`config.mk`:
```
export PLATFORM = sky130hd
export DESIGN_NAME = rect_bounce_ctl
export DESIGN_NICKNAME = d
export VERILOG_FILES = /design/src/rtl/rect_ctl_pkg.sv /design/src/rtl/edge_rise_det.sv /design/src/rtl/rect_bounce_ctl.sv
export SDC_FILE = /design/constraint.sdc
export NUM_CORES = 1
export LEC_CHECK = 0
export CAP_MARGIN = 20
export CELL_PAD_IN_SITES_DETAIL_PLACEMENT = 0
export CELL_PAD_IN_SITES_GLOBAL_PLACEMENT = 1
export CORE_AREA = 2 2 96 98
export CTS_BUF_LIST = sky130_fd_sc_hd__clkbuf_2
export DETAILED_ROUTE_END_ITERATION = 8
export DIE_AREA = 0 0 98 100
export PLACE_DENSITY_LB_ADDON = 0.1
export SLEW_MARGIN = 20
export SYNTH_ARGS = -nofsm -noshare
export SYNTH_HDL_FRONTEND = slang
export SYNTH_SLANG_ARGS = --single-unit
```
`constraint.sdc`:
```
create_clock -name clk -period 2.1 [get_ports clk]
set_clock_uncertainty 0.2 [all_clocks]
set_input_delay 0.315 -clock clk [delete_from_list [all_inputs] [get_ports clk]]
set_output_delay 0.315 -clock clk [all_outputs]
set_load 0.02 [all_outputs]
```
`src/rtl/rect_ctl_pkg.sv`:
```
// Shared types and screen constants for the rectangle motion controller.
package rect_ctl_pkg;

    localparam int unsigned H_RES  = 800;
    localparam int unsigned V_RES  = 600;
    localparam int unsigned RECT_H = 64;
    localparam int unsigned RECT_W = 48;
    localparam int unsigned POS_W  = 12;
    localparam int unsigned VEL_W  = 12;

    typedef enum logic [1:0] {
        FOLLOW = 2'd0,
        RUN    = 2'd1,
        REST   = 2'd2
    } state_t;

endpackage

```
`src/rtl/edge_rise_det.sv`:
```
// Single-cycle rising-edge detector.
//   clk   : clock
//   rst   : asynchronous active-low reset (clears history)
//   d     : level input, synchronous to clk
//   pulse : d & ~d_prev, combinational, one clk wide
module edge_rise_det (
    input  logic clk,
    input  logic rst,
    input  logic d,
    output logic pulse
);

    logic d_q;

    // History register
    always_ff @(posedge clk or negedge rst) begin
        if (!rst) begin
            d_q <= 1'b0;
        end else begin
            d_q <= d;
        end
    end

    assign pulse = d & ~d_q;

endmodule

```
`src/rtl/rect_bounce_ctl.sv`:
```
// Frame-synchronous rectangle motion controller: follows the mouse, drops
// under gravity after a left click, bounces with damping, rests on the floor.
//   clk        : pixel/system clock
//   rst        : asynchronous active-low reset
//   vblnk      : vertical blank level (updates happen on its rising edge)
//   mouse_left : left button level
//   mouse_xpos : pointer x
//   mouse_ypos : pointer y
//   xpos, ypos : registered rectangle origin
//   busy       : registered, high while falling/bouncing
module rect_bounce_ctl
    import rect_ctl_pkg::*;
#(
    parameter int unsigned FLOOR_Y    = V_RES - RECT_H,
    parameter int unsigned GRAVITY    = 1,
    parameter int unsigned DAMP_SHIFT = 1,
    parameter int unsigned MIN_V      = 2
) (
    input  logic             clk,
    input  logic             rst,
    input  logic             vblnk,
    input  logic             mouse_left,
    input  logic [POS_W-1:0] mouse_xpos,
    input  logic [POS_W-1:0] mouse_ypos,
    output logic [POS_W-1:0] xpos,
    output logic [POS_W-1:0] ypos,
    output logic             busy
);

    localparam int unsigned Y_W = POS_W + 1;

    localparam logic [POS_W-1:0]      FLOOR_U = POS_W'(FLOOR_Y);
    localparam logic signed [Y_W-1:0] FLOOR_S = Y_W'(FLOOR_Y);
    localparam logic signed [Y_W-1:0] GRAV_S  = Y_W'(GRAVITY);
    localparam logic signed [Y_W-1:0] MIN_S   = Y_W'(MIN_V);

    logic [1:0] rst_sync;
    logic       rst_s;
    logic       tick;
    logic       click;

    state_t                  state, state_nxt;
    logic [POS_W-1:0]        xpos_nxt, ypos_nxt;
    logic signed [VEL_W-1:0] vy, vy_nxt;
    logic                    busy_nxt;

    logic signed [Y_W-1:0]   v1, y1, r;
    logic [POS_W-1:0]        mouse_y_clamped;

    // Reset synchroniser: asserts immediately, releases two clocks after rst rises
    always_ff @(posedge clk or negedge rst) begin
        if (!rst) begin
            rst_sync <= 2'b00;
        end else begin
            rst_sync <= {rst_sync[0], 1'b1};
        end
    end

    assign rst_s = rst_sync[1];

    edge_rise_det u_vblnk_det (
        .clk   (clk),
        .rst   (rst_s),
        .d     (vblnk),
        .pulse (tick)
    );

    edge_rise_det u_left_det (
        .clk   (clk),
        .rst   (rst_s),
        .d     (mouse_left),
        .pulse (click)
    );

    // Physics step, computed in 13-bit signed so negative y and overshoot are visible
    always_comb begin
        v1 = Y_W'(vy) + GRAV_S;
        y1 = $signed({1'b0, ypos}) + v1;
        r  = v1 - (v1 >>> DAMP_SHIFT);
        mouse_y_clamped = (mouse_ypos > FLOOR_U) ? FLOOR_U : mouse_ypos;
    end

    // State and datapath registers
    always_ff @(posedge clk or negedge rst_s) begin
        if (!rst_s) begin
            state <= FOLLOW;
            xpos  <= '0;
            ypos  <= '0;
            vy    <= '0;
            busy  <= 1'b0;
        end else begin
            state <= state_nxt;
            xpos  <= xpos_nxt;
            ypos  <= ypos_nxt;
            vy    <= vy_nxt;
            busy  <= busy_nxt;
        end
    end

    // Next-state and next-output logic
    always_comb begin
        state_nxt = state;
        xpos_nxt  = xpos;
        ypos_nxt  = ypos;
        vy_nxt    = vy;

        unique case (state)
            FOLLOW: begin
                // A coincident tick still samples the pointer before the drop starts
                if (tick) begin
                    xpos_nxt = mouse_xpos;
                    ypos_nxt = mouse_y_clamped;
                end
                if (click) begin
                    state_nxt = RUN;
                    vy_nxt    = '0;
                end
            end
            RUN: begin
                if (tick) begin
                    if (y1 < FLOOR_S) begin
                        ypos_nxt = (y1 < 0) ? '0 : POS_W'(y1);
                        vy_nxt   = VEL_W'(v1);
                    end else begin
                        ypos_nxt = FLOOR_U;
                        if (r < MIN_S) begin
                            state_nxt = REST;
                            vy_nxt    = '0;
                        end else begin
                            vy_nxt = VEL_W'(-r);
                        end
                    end
                end
            end
            REST: begin
                if (click) begin
                    state_nxt = FOLLOW;
                end
            end
            default: begin
                state_nxt = FOLLOW;
                vy_nxt    = '0;
            end
        endcase

        busy_nxt = (state_nxt == RUN);
    end

endmodule

```
==> impl_metrics.yaml, run 1 <==
setup_path:
  crit_fanout: 4
  r2r_slack_ns: -1.74
  path_buf_inv: 7
  startpoint_type: "flop"
  crit_top_cell: "buf_4"
  crit_path_cell_trace: "buf_4 > nand2_4 > or3_4 > and2_4 > inv_2 > ha_4 > o21a_1 > o21a_1 > o22ai_2 > buf_4 > buf_6 > o21bai_4 > xor2_2 > nor2_1 > buf_4 > a21boi_4 > buf_6 > nand4_4 > buf_4 > o221ai_2"
  reg2reg_depth: 20
  end_kind: "flop"
  critPathMaxStageDelay_ns: 0.48
  cpMaxStageDelayCell: "dfrtp_2"
  worstReg2RegStart: "vy[1]"
  arrival_ns: 4.01
  critical-path-top-delay-family: "compound AO/OA/AOI/OAI gates"
  r2r-end: "vy[6]"
  critPathRequiredTime_ns: 2.27
  crit_type: "reg2reg"
logic_synthesis:
  syn_area_per_cell_um2: 9.195
  syn_area_um2: 3660
  ys_seq_area_share_pct: 29.40
  ys_dominant_reg_cell: "dfrtp_1"
  syn_inst: 398
  ys_seq_elements: 43
  synth_cell_types: 63
  ys_async_sr_fraction_pct: 100.0
  synth_warnings: 0
  syn-num-nets: 454
  synth_edf_count: 0
hold_path:
  hp-class: "reg2async"
route:
  wire_per_inst_um: 15.22
  drc: 0
  wl_met3_um: 413
  via_per_inst: 5.190
  dr_wl_met2_mm: 5.529
  highest_layer: "met4"
  wl_met1_mm: 4.954
  first_pass_iters: 5
  drt-initial-drc-count: 90
  drt-total-wl_mm: 11.08
  ant_nets: 0
  dr_total_vias: 3778
timing:
  fin_ws_ns: -1.740
  hold_ws_ns: 0.03698
  finalHoldViolations: 0
  finalSetupViolCount: 25
  fin_crit_sh_pct: 182.8
  fmax_mhz: 260.4
  rsz0062_at_grt: "true"
  post-route-min-period_ns: 3.840
  slew_viol_final: 0
clocking:
  root_buffer: "clkbuf_2"
  h-tree-depth: 2
  clkTransAtPathRegs_ns: 0.26
  cts_tree: "built"
  numCtsBuffers: 5
  clock_sinks: 43
  clock_tree.buffer_depth: 2
  clock_latency_ns: 0.42
layout:
  diodes: 0
  syn_to_final_growth_pct: 66.67
  final_area_um2: 6100
  fin_util_pct: 68.61
  fin_nets: 672
  fillers: 712
  drive_above_1_share_pct: 44.57
placed_design:
  io_buffers: 52
  dp_hpwl_mm: 8.832
  placed_cell_area_um2: 5578
  place_congestion: 0.8625
  pre_cts_slack_ns: -1.713
floorplanning:
  fp.coreArea_um2: 8890
  initial_core_util_pct: 41.17
  die-area_um2: 9800
  die_h_um: 100
  num_rows: 35
  ios: 53
  die-width_um: 98
outcome:
  status: "finished with violations"
  violations: "setup timing"
grt:
  grt_overflow: 0
  track_usage_pct: 22.33
  grt_max_degree: 23
  grt_pass1_vias: 3810
  antenna_found_initial: 0
  grt_pass1_wl_mm: 17.75
pwr:
  ir_drop_uv: 796.1
  p_leak_uw: 0.002819
  power_density_nw_per_um2: 1753
  p_sw_share_pct: 44.31
  p_clk_share_pct: 3.6
  pwr-share-comb_pct: 83.4
  power.switching_uw: 4739
  pwr-share-seq_pct: 13.0
  total_power_uw: 10700
  intPower_uw: 5957
job:
  drv_cap: 0
## worst max path at each step
| stage | startpoint | end | slack (ns) | cells past startpoint |
|---|---|---|---|---|
| after floorplan | vy[0] | vy[6] | -1.51 | 17 |
| after global placement | vy[0] | vy[6] | -1.68 | 14 |
| after detailed placement | vy[0] | vy[6] | -1.71 | 14 |
| after CTS | vy[0] | vy[6] | -1.66 | 16 |
| after global routing | vy[0] | vy[6] | -1.90 | 20 |
| final | vy[1] | vy[6] | -1.74 | 20 |
## metal layers
layer  global-route usage, %  vias to the layer above
li1                        -                     1886
met1                   29.13                     1795
met2                   38.99                       81
met3                   3.343                       16
met4                   5.769                        0
met5                       0                        -
## cell families (layout without fill, tap and decap cells)
logic type                 count (synthesis)  in the layout  share of synthesized area, %
buffers and inverters                     42            261                         5.026
other                                      1              1                        0.1025
AOI/OAI and AO/OA                        101            101                         23.66
muxes                                     14             14                         4.376
DFF                                       43             43                         29.40
adders and majority gates                 28             28                         9.983
and+or+nand+nor                          129            129                         17.88
xor gates and xnor gates                  40             40                         9.573
## Yosys cell counts, types with 4 or more instances
cell	count	area, um2
a21o_1	9	67.56
a21oi_1	20	100.1
a221oi_1	8	70.07
and2_1	4	25.02
buf_2	5	25.02
clkbuf_1	5	18.77
dfrtp_1	43	1076
ha_1	26	325.3
inv_1	30	112.6
mux2_2	12	135.1
nand2_1	31	116.4
nand2b_1	6	37.54
nand3_1	15	75.07
nor2_1	32	120.1
nor2b_1	4	25.02
nor3_1	11	55.05
o21a_1	7	52.55
o21ai_0	14	70.07
o221ai_2	11	165.2
or3_1	4	25.02
xnor2_1	25	219.0
xor2_1	15	131.4
## worst reg2reg max path, stage by stage (launching register included)
cell,delay [ns]
dfrtp_2,0.48
buf_4,0.15
nand2_4,0.07
or3_4,0.33
and2_4,0.15
inv_2,0.06
ha_4,0.19
o21a_1,0.17
o21a_1,0.18
o22ai_2,0.23
buf_4,0.16
buf_6,0.09
o21bai_4,0.07
xor2_2,0.16
nor2_1,0.06
buf_4,0.15
a21boi_4,0.24
buf_6,0.14
nand4_4,0.16
buf_4,0.19
o221ai_2,0.17
## repair_timing
item / in CTS / in global routing
endpoints found under the setup margin: 30 / 29
hold buffers: 1 / 0
pin swaps: 12 / 18
hold endpoints to repair: 2 / 0
setup buffers: 12 / 12
resized for setup: 38 / 25
gates cloned: 0 / 1
## power groups by stage
stage	combinational, uW	clock, uW	sequential (uW)
final	8920	384	1390
after global routing	9670	424	1440
after CTS	8490	392	1400
after detailed placement	7940	0	1410
after global placement	7820	0	1390
after floorplan	4300	0	1680
## sequential cells by signal (all words and copies together), names as in the netlist
register and flops:
rst_sync 2, state 2, ypos 12, vy 12
xpos 12, u_left_det.d_q 1, busy 1, u_vblnk_det.d_q 1
## per-stage QoR
stage | TNS [ns] | std cells
detailed placement | -38.88 | 694
global placement | -37.94 | 694
global route | -44.99 | 728
floorplan | -34.43 | 398
finish | -40.43 | 728
CTS | -38.52 | 715
## final cells by class
type | instances | area (um2) | area share (%)
Multi-Input combinational cell | 313 | 2810 | 46.07
Inverter | 30 | 112.6 | 1.846
Clock inverter | 3 | 20.02 | 0.3282
Timing Repair Buffer | 223 | 1911 | 31.32
Clock buffer | 5 | 25.02 | 0.4103
Sequential cell | 43 | 1082 | 17.74
Tap cell | 111 | 138.9 | 2.277
## cell usage in the layout, fill, tap and decap left out, drive strengths merged, types with 4 or more instances in the layout
cell / count
a21o: 9
a21oi: 20
a221oi: 10
and2: 4
buf: 169
clkbuf: 6
clkdlybuf4s50: 42
dfrtp: 43
dlygate4sd2: 6
dlymetal6s2s: 4
ha: 26
inv: 30
mux2: 13
nand2: 31
nand2b: 6
nand3: 16
nand4: 4
nor2: 32
nor2b: 4
nor3: 11
o21a: 7
o21ai: 15
o221ai: 13
or2: 4
or3: 4
xnor2: 25
xor2: 15
Note: power is estimated with default switching activity, not from simulation.
==> run 2: changes to the inputs <==
--- a/config.mk
+++ b/config.mk
@@ -5,7 +5,6 @@
 export SDC_FILE = /design/constraint.sdc
 export NUM_CORES = 1
 export LEC_CHECK = 0
-export CAP_MARGIN = 20
 export CELL_PAD_IN_SITES_DETAIL_PLACEMENT = 0
 export CELL_PAD_IN_SITES_GLOBAL_PLACEMENT = 1
 export CORE_AREA = 2 2 96 98
==> constraint.sdc (replaced) <==
create_clock -name clk -period 3.7 [get_ports clk]
set_clock_uncertainty 0.2 [all_clocks]
set_input_delay 0.555 -clock clk [delete_from_list [all_inputs] [get_ports clk]]
set_output_delay 0.555 -clock clk [all_outputs]
set_load 0.02 [all_outputs]
==> impl_metrics.yaml, run 2 (synthesis gave the netlist of run 1 again) <==
outcome:
  status: "finished with violations"
  violations: "setup timing"
route:
  drt-total-wl_mm: 10.74
  drt-initial-drc-count: 134
  wl_met1_mm: 4.916
  wl_met3_um: 286
  wire_per_inst_um: 16.25
  highest_layer: "met4"
  ant_nets: 0
  first_pass_iters: 4
  dr_total_vias: 3576
  drc: 0
  via_per_inst: 5.410
  dr_wl_met2_mm: 5.353
floorplanning:
  die-area_um2: 9800
  fp.coreArea_um2: 8890
  num_rows: 35
  die-width_um: 98
  initial_core_util_pct: 41.17
  ios: 53
  die_h_um: 100
clocking:
  h-tree-depth: 2
  clock_sinks: 43
  cts_tree: "built"
  root_buffer: "clkbuf_2"
  clkTransAtPathRegs_ns: 0.29
  clock_tree.buffer_depth: 2
  numCtsBuffers: 5
  clock_latency_ns: 0.47
hold_path:
  hp-class: "reg2async"
grt:
  grt_pass1_vias: 3713
  antenna_found_initial: 0
  grt_pass1_wl_mm: 17.66
  grt_overflow: 0
  grt_max_degree: 42
  track_usage_pct: 22.20
pwr:
  intPower_uw: 3187
  p_leak_uw: 0.002466
  power.switching_uw: 2732
  p_sw_share_pct: 46.15
  p_clk_share_pct: 5.3
  total_power_uw: 5919
  pwr-share-comb_pct: 80.7
  ir_drop_uv: 702.1
  power_density_nw_per_um2: 1038
  pwr-share-seq_pct: 14.0
placed_design:
  place_congestion: 0.8787
  placed_cell_area_um2: 4950
  dp_cells: 628
  dp_hpwl_mm: 7.885
  pre_cts_slack_ns: -0.2418
  io_buffers: 52
timing:
  fin_ws_ns: -0.06394
  tightest_slew_ns: 0.9430
  fmax_mhz: 265.7
  fin_crit_sh_pct: 101.7
  slew_viol_final: 0
  finalSetupViolCount: 14
  maxSlewHeadroom_pct: 37.00
  finalHoldViolations: 0
  rsz0062_at_grt: "true"
  hold_ws_ns: 0.1943
  post-route-min-period_ns: 3.764
setup_path:
  startpoint_type: "flop"
  worstReg2RegStart: "vy[0]"
  arrival_ns: 3.98
  critPathRequiredTime_ns: 3.92
  end_kind: "flop"
  crit_fanout: 5
  crit_start: "vy[0]"
  crit_type: "reg2reg"
layout:
  final_area_um2: 5702
  diodes: 0
  final_cells: 661
  syn_to_final_growth_pct: 55.79
  fillers: 762
  drive_above_1_share_pct: 41.64
  layout_common_cells: "90 x buf_4, 52 x clkdlybuf4s50_1, 40 x dfrtp_1"
  top_regs: "vy: 12 flops, xpos: 12 flops, ypos: 12 flops"
  fin_nets: 605
  final_common_cell: "buf_4"
job:
  drv_cap: 0
-- run 2: changes by cell type in the layout (fill, tap and decap cells not counted), moves of 5 or more --
cell | previous run | this run
buf_4 | 156 | 90
clkdlybuf4s50_1 | 42 | 52
dlygate4sd2_1 | 6 | 0
ha_1 | 17 | 12
-- run 2: cell type report --
| type | instances | area (um2) | share of cell area (%) |
|---|---|---|---|
| multi-input combinational | 314 | 2948 | 51.70 |
| sequential | 43 | 1080 | 18.94 |
| clock inverter | 3 | 47.55 | 0.8339 |
| inverter | 30 | 112.6 | 1.975 |
| timing repair buffer | 155 | 1350 | 23.68 |
| tap | 111 | 138.9 | 2.436 |
| clock buffer | 5 | 25.02 | 0.4389 |
-- run 2: stage by stage --
| step | utilization, % | setup TNS, ns |
|---|---|---|
| 2_1_floorplan | - | 0 |
| 3_3_place_gp | 55.68 | -1.797 |
| 3_5_place_dp | 55.68 | -2.633 |
| 4_1_cts | 59.54 | -0.5312 |
| 5_1_grt | 64.14 | -4.015 |
| 6_report | 64.14 | -0.4988 |
-- run 2: path summary, 6_finish.rpt --
kind                       cells past startpoint     endpoint  slack (ns)
setup / recovery                              15        vy[6]       -0.06
hold / removal                                 0        vy[5]        0.19
setup reg to reg                              15        vy[6]       -0.06
hold reg to reg                                0        vy[5]        0.19
max in group asynchronous                      0        vy[2]        2.49
min in group clk                               0  rst_sync[1]        0.21
-- run 2: worst max-delay path, stage by stage, from the launching register on --
cell and delay [ns]:
dfrtp_1 0.45, buf_6 0.12, ha_4 0.18, nand3_4 0.10
xor2_4 0.26, inv_2 0.09, ha_4 0.18, or4_4 0.49
o22ai_4 0.21, xnor2_2 0.10, a211o_1 0.26, o31ai_4 0.30
a21boi_4 0.13, or2_4 0.27, or3_1 0.33, o221ai_2 0.07
-- run 2: power groups by stage --
stage | clock network, uW | registers [uW] | logic (uW)
6_report | 316 | 828 | 4780
5_1_grt | 341 | 855 | 5160
4_1_cts | 317 | 818 | 4320
3_5_place_dp | 0 | 824 | 3940
3_3_place_gp | 0 | 815 | 3900
2_1_floorplan | 0 | 942 | 2340
-- run 2: layer usage --
layer  vias up  track usage [%]
met5         -                0
met4         0            4.167
met3        13            2.437
met2        53            39.88
met1      1752            29.22
li1       1758                -
-- run 2: repair_timing --
item | 4_1_cts | 5_1_grt
pin swaps | 20 | 53
buffers inserted | 12 | 11
gates resized for setup | 33 | 66
hold buffers | 1 | 0
endpoints found under the setup margin | 18 | 24
cloned | 1 | 0
hold endpoints to repair | 2 | 0
